<file path="src/rtl/led_pkg.sv">
// Shared types and defaults for the LED frame scheduler: word width, FSM state
// encoding and the latch-counter width helper.
package led_pkg;

  localparam int WORD_W           = 24;
  localparam int NUM_LEDS_DEF     = 64;
  localparam int RESET_CYCLES_DEF = 3000;

  typedef enum logic [2:0] {
    ST_IDLE    = 3'd0,
    ST_FETCH   = 3'd1,
    ST_WAIT_RD = 3'd2,
    ST_PRESENT = 3'd3,
    ST_DRAIN   = 3'd4,
    ST_LATCH   = 3'd5,
    ST_DONE    = 3'd6
  } led_state_e;

  // $clog2 of 1 is 0, so a one-cycle latch still needs a 1-bit counter.
  function automatic int cnt_width(input int cycles);
    return (cycles > 1) ? $clog2(cycles) : 1;
  endfunction

endpackage

</file>
<file path="src/rtl/led_frame_scheduler_latch_timer.sv">
// Loadable down-counter with zero flag; load wins over decrement, count stops at 0.
// Zero flag is a compare on the count register, valid the cycle after load.
module latch_timer #(
  parameter int CNT_W = 1
) (
  input  logic             clk,
  input  logic             rst,
  input  logic             load,
  input  logic [CNT_W-1:0] load_val,
  input  logic             dec,
  output logic             zero
);

  logic [CNT_W-1:0] r_cnt;

  always_ff @(posedge clk) begin
    if (rst) begin
      r_cnt <= '0;
    end else if (load) begin
      r_cnt <= load_val;
    end else if (dec && (r_cnt != '0)) begin
      r_cnt <= r_cnt - CNT_W'(1);
    end
  end

  assign zero = (r_cnt == '0);

endmodule

</file>
<file path="src/rtl/led_frame_scheduler.sv">
// Streams one frame of GRB words from pixel RAM to the bit encoder, then drains and latches.
// One word per 3 cycles at best (fetch, RAM wait, present); word_ready low stalls in PRESENT.
module led_frame_scheduler
  import led_pkg::*;
#(
  parameter int NUM_LEDS     = NUM_LEDS_DEF,
  parameter int ADDR_W       = 6,
  parameter int RESET_CYCLES = RESET_CYCLES_DEF
) (
  input  logic              clk,
  input  logic              rst,
  input  logic              frame_start,
  input  logic              frame_abort,
  output logic              frame_busy,
  output logic              frame_done,
  output logic              rd_en,
  output logic [ADDR_W-1:0] rd_addr,
  input  logic [WORD_W-1:0] rd_data,
  output logic              word_valid,
  output logic [WORD_W-1:0] word_data,
  input  logic              word_ready,
  input  logic              encoder_idle,
  output logic              latch_active
);

  localparam int                CNT_W      = cnt_width(RESET_CYCLES);
  localparam logic [ADDR_W-1:0] LAST_IDX   = ADDR_W'(NUM_LEDS - 1);
  localparam logic [CNT_W-1:0]  LATCH_LOAD = CNT_W'(RESET_CYCLES - 1);

  led_state_e        r_state;
  led_state_e        w_state_nxt;
  logic [ADDR_W-1:0] r_idx;
  logic [ADDR_W-1:0] r_rd_addr;
  logic [WORD_W-1:0] r_word_data;
  logic              r_frame_busy;
  logic              r_frame_done;
  logic              r_rd_en;
  logic              r_word_valid;
  logic              r_latch_active;

  logic w_xfer;
  logic w_last;
  logic w_lt_load;
  logic w_lt_dec;
  logic w_lt_zero;

  assign w_xfer = r_word_valid && word_ready;
  assign w_last = (r_idx == LAST_IDX);

  always_comb begin
    w_state_nxt = r_state;
    case (r_state)
      ST_IDLE:    if (frame_start) w_state_nxt = ST_FETCH;
      ST_FETCH:   w_state_nxt = frame_abort ? ST_DRAIN : ST_WAIT_RD;
      ST_WAIT_RD: w_state_nxt = frame_abort ? ST_DRAIN : ST_PRESENT;
      ST_PRESENT: begin
        // A transfer coinciding with abort has already been handed off.
        if (frame_abort || (w_xfer && w_last)) begin
          w_state_nxt = ST_DRAIN;
        end else if (w_xfer) begin
          w_state_nxt = ST_FETCH;
        end
      end
      ST_DRAIN:   if (encoder_idle) w_state_nxt = ST_LATCH;
      ST_LATCH:   if (w_lt_zero) w_state_nxt = ST_DONE;
      ST_DONE:    w_state_nxt = ST_IDLE;
      default:    w_state_nxt = ST_IDLE;
    endcase
  end

  assign w_lt_load = (r_state == ST_DRAIN) && encoder_idle;
  assign w_lt_dec  = (r_state == ST_LATCH);

  latch_timer #(
    .CNT_W (CNT_W)
  ) u_latch_timer (
    .clk      (clk),
    .rst      (rst),
    .load     (w_lt_load),
    .load_val (LATCH_LOAD),
    .dec      (w_lt_dec),
    .zero     (w_lt_zero)
  );

  // Strobes are decoded from the next state so every output leaves a flop.
  always_ff @(posedge clk) begin
    if (rst) begin
      r_state        <= ST_IDLE;
      r_idx          <= '0;
      r_rd_addr      <= '0;
      r_word_data    <= '0;
      r_frame_busy   <= 1'b0;
      r_frame_done   <= 1'b0;
      r_rd_en        <= 1'b0;
      r_word_valid   <= 1'b0;
      r_latch_active <= 1'b0;
    end else begin
      r_state        <= w_state_nxt;
      r_frame_busy   <= (w_state_nxt != ST_IDLE);
      r_frame_done   <= (w_state_nxt == ST_DONE);
      r_rd_en        <= (w_state_nxt == ST_FETCH);
      r_word_valid   <= (w_state_nxt == ST_PRESENT);
      r_latch_active <= (w_state_nxt == ST_LATCH);

      if ((r_state == ST_IDLE) && frame_start) begin
        r_idx     <= '0;
        r_rd_addr <= '0;
      end else if ((r_state == ST_PRESENT) && w_xfer && !w_last) begin
        r_idx     <= r_idx + ADDR_W'(1);
        r_rd_addr <= r_idx + ADDR_W'(1);
      end

      if (r_state == ST_WAIT_RD) begin
        r_word_data <= rd_data;
      end
    end
  end

  assign frame_busy   = r_frame_busy;
  assign frame_done   = r_frame_done;
  assign rd_en        = r_rd_en;
  assign rd_addr      = r_rd_addr;
  assign word_valid   = r_word_valid;
  assign word_data    = r_word_data;
  assign latch_active = r_latch_active;

endmodule

</file>
<file path="config.mk">
export PLATFORM = sky130hd
export DESIGN_NAME = led_frame_scheduler
export DESIGN_NICKNAME = d
export VERILOG_FILES = /design/src/rtl/led_pkg.sv /design/src/rtl/led_frame_scheduler_latch_timer.sv /design/src/rtl/led_frame_scheduler.sv
export SDC_FILE = /design/constraint.sdc
export NUM_CORES = 1
export LEC_CHECK = 0
export BUFFER_PORTS_ARGS = -buffer_cell sky130_fd_sc_hd__clkbuf_2
export CORE_MARGIN = 5
export CORE_UTILIZATION = 50
export CTS_BUF_LIST = sky130_fd_sc_hd__clkbuf_2 sky130_fd_sc_hd__clkbuf_4 sky130_fd_sc_hd__clkbuf_8
export CTS_CLUSTER_SIZE = 16
export DETAILED_ROUTE_END_ITERATION = 10
export PLACE_DENSITY_LB_ADDON = 0.15
export SYNTH_ARGS = -nofsm -noshare
export SYNTH_HDL_FRONTEND = slang
export SYNTH_SLANG_ARGS = --single-unit
</file>
<file path="constraint.sdc">
create_clock -name clk -period 2.25 [get_ports clk]
set_clock_uncertainty 0.05 [all_clocks]
set_input_delay 0.225 -clock clk [delete_from_list [all_inputs] [get_ports clk]]
set_output_delay 0.225 -clock clk [all_outputs]
set_load 0.02 [all_outputs]
</file>
==> flow_metrics.tcl <==
set metrics [dict create \
    status "complete, no violations" \
    post_cts_buffers 0 \
    ctsHoldBuffers 0 \
    dieHeight_um 75.9 \
    start_util_pct 50.6 \
    portBuffers 64 \
    antennaDiodeCount 0 \
    cts_tree "built" \
    grt_pass1_wl_um 8680 \
    ant_nets 0 \
    cts.sinks 50 \
    synth_area_per_cell_um2 8.30 \
    die_x_um 75.9 \
    drcViolationCount 0 \
    holdWs_ns 0.0791 \
    fin_nets 356 \
    yosysTopAreaCellShare_pct 46.1 \
    power.density_mw_per_mm2 744 \
    ioPinCount 65 \
    cp_slowest_stage_delay_ns 0.51 \
    yosys_register_bits 50 \
    rsz0062_at_grt "false" \
    core_mm2 0.00429 \
    synth_edf_count 0 \
    cap_violations 0 \
    ys_warn_count 0 \
    drt_iter0_drc 92 \
    post_cts_resized 0 \
    grt-ovfl-total 0 \
    period_share_pct 94.8 \
    drt_wl_total_um 5000 \
    hpwl_um 3570 \
    synth_commonest_cells "56 x nand2_1, 50 x dfxtp_1, 33 x a21oi_1, 15 x nor2_1, 13 x clkbuf_1" \
    setup.worst_path.class "flip-flop to flip-flop" \
    antenna_found_initial 0 \
    crit_arrival_ns 2.31 \
    max_freq_mhz 469 \
    final.min_clock_period_ns 2.13 \
    ys_async_sr_fraction_pct 0 \
    cp-end-kind "flip-flop" \
    viasPerCell 5.45 \
    crit_path_cell_trace "inv_1 -> ha_1 -> or3b_1 -> or2_2 -> or4_1 -> a31oi_1" \
    relSlewSlack_pct 62.2 \
    vias 2056 \
    synthFlopType "dfxtp_1" \
    drive_above_1_share_pct 25.8 \
    tightest_slew_ns 0.553 \
    yosysMostFrequentCell "nand2_1" \
    grt_start_max_net_pins 25 \
    synthesis.nets 294 \
    htreeDepth 2 \
    synth_area_mm2 0.00217 \
    place_area_mm2 0.00254 \
    die-area_mm2 0.00577 \
    clkSlewWorstSetupHoldPaths_ns 0.09 \
    synth_top_area_cell "dfxtp_1" \
    setup_tns_ns 0 \
    clk-insertion-delay-late_ns 0.30 \
    p_leak_uw 0.00107 \
    clockBufferDepth 2 \
    synthToLayoutAreaGrowth_pct 22.3 \
    peakVddDrop_mv 0.476 \
    cts_inserted_buffers 5 \
    final_area_mm2 0.00266 \
    setup_viol 0 \
    slew_violations 0 \
    yosysUniqueCellTypes 46 \
    gp_congestion 0.782 \
    ys_seq_area_share_pct 46.1 \
    finalHoldViolations 0 \
    syn_inst 262 \
    synthTopCellsByArea "dfxtp_1 46%, nand2_1 9.7%, a21oi_1 7.6%, a311oi_1 2.8%, nor2_1 2.6%" \
    rows 24 \
    cts-root-buf "clkbuf_8" \
    cp.required_ns 2.43 \
    post_drt_wl_per_cell_um 13.3 \
    slowest_stage "or4_1" \
    grt_pass1_vias 1887 \
    first_pass_iters 5 \
    grt_usage_pct 17.6 \
    worstPathMaxFanout 6 \
    crit_path_start_kind "flip-flop" \
    hp-class "input pin to flip-flop" \
]
[power breakdown]
group / internal [µW] / switching (µW) / total (µW)
combinational: 140 / 228 / 368
sequential: 928 / 37.8 / 966
clock: 344 / 298 / 642
[critical path, delay by kind of cell (launching register included)]
family	cells	cell delay, ns
buf+inv	1	0.08
flops	1	0.33
fa+ha+maj	1	0.16
compound gates	1	0.16
simple gates	3	1.29
[cell families after synthesis]
family / after synthesis / share of synthesized area, %
mux: 1 / 0.461
xor+xnor: 2 / 0.806
fa+ha+maj: 2 / 1.15
simple gates: 117 / 26.5
flops: 50 / 46.1
buf+inv: 19 / 3.68
compound gates: 71 / 21.4
[state kept, by name, summed over array words and instances, names as in the netlist]
signal / flops
frame_busy: 1
rd_addr: 6
latch_active: 1
word_data: 24
rd_en: 1
word_valid: 1
frame_done: 1
r_state: 3
u_latch_timer.r_cnt: 12
[cell usage in the layout (no fill, tap or decap), types with 5 or more instances in the layout]
cell type  Yosys  final
buf_4          0      6
nor2b_1        5      5
clkbuf_8       0      5
nor3_1         8      8
nor2_1        15     15
clkbuf_2       0     64
dfxtp_1       50     50
a21oi_1       33     33
a311oi_1       7      7
nand2_1       56     56
[stage by stage]
step	setup slack [ns]	power [µW]	utilization [%]	std cells
after floorplan	0.252	1260	-	262
after global placement	0.206	1350	59.2	369
after detailed placement	0.151	1350	59.2	369
after CTS	0.120	2000	61.9	377
after global routing	0.00568	2100	61.9	377
final	0.118	1980	61.9	377
[cell type report]
cell class | instances | area [µm²]
multi-input combinational | 193 | 1100
sequential | 50 | 1000
clock inverter | 2 | 37.5
inverter | 4 | 15.0
fill | 395 | 1640
clock buffer | 6 | 76.3
tap | 52 | 65.1
timing repair buffer | 70 | 365
[final timing paths]
check | cells past startpoint | slack [ns] | start | end
worst min register to register | 2 | 0.40 | word_data[8] | word_data[8]
worst min-delay path | 3 | 0.08 | rd_data[20] | word_data[20]
worst max-delay path | 6 | 0.12 | u_latch_timer.r_cnt[0] | u_latch_timer.r_cnt[8]
worst max register to register | 6 | 0.12 | u_latch_timer.r_cnt[0] | u_latch_timer.r_cnt[8]
[routing by layer]
metal | vias to the layer above | wire length (µm) | global-route usage [%]
met3 | 8 | 278 | 4.03
met5 | - | 0 | 0
met4 | 0 | 65 | 5.52
li1 | 1063 | - | -
met2 | 53 | 2430 | 29.1
met1 | 932 | 2230 | 22.7
(Power assumes the default switching activity.)
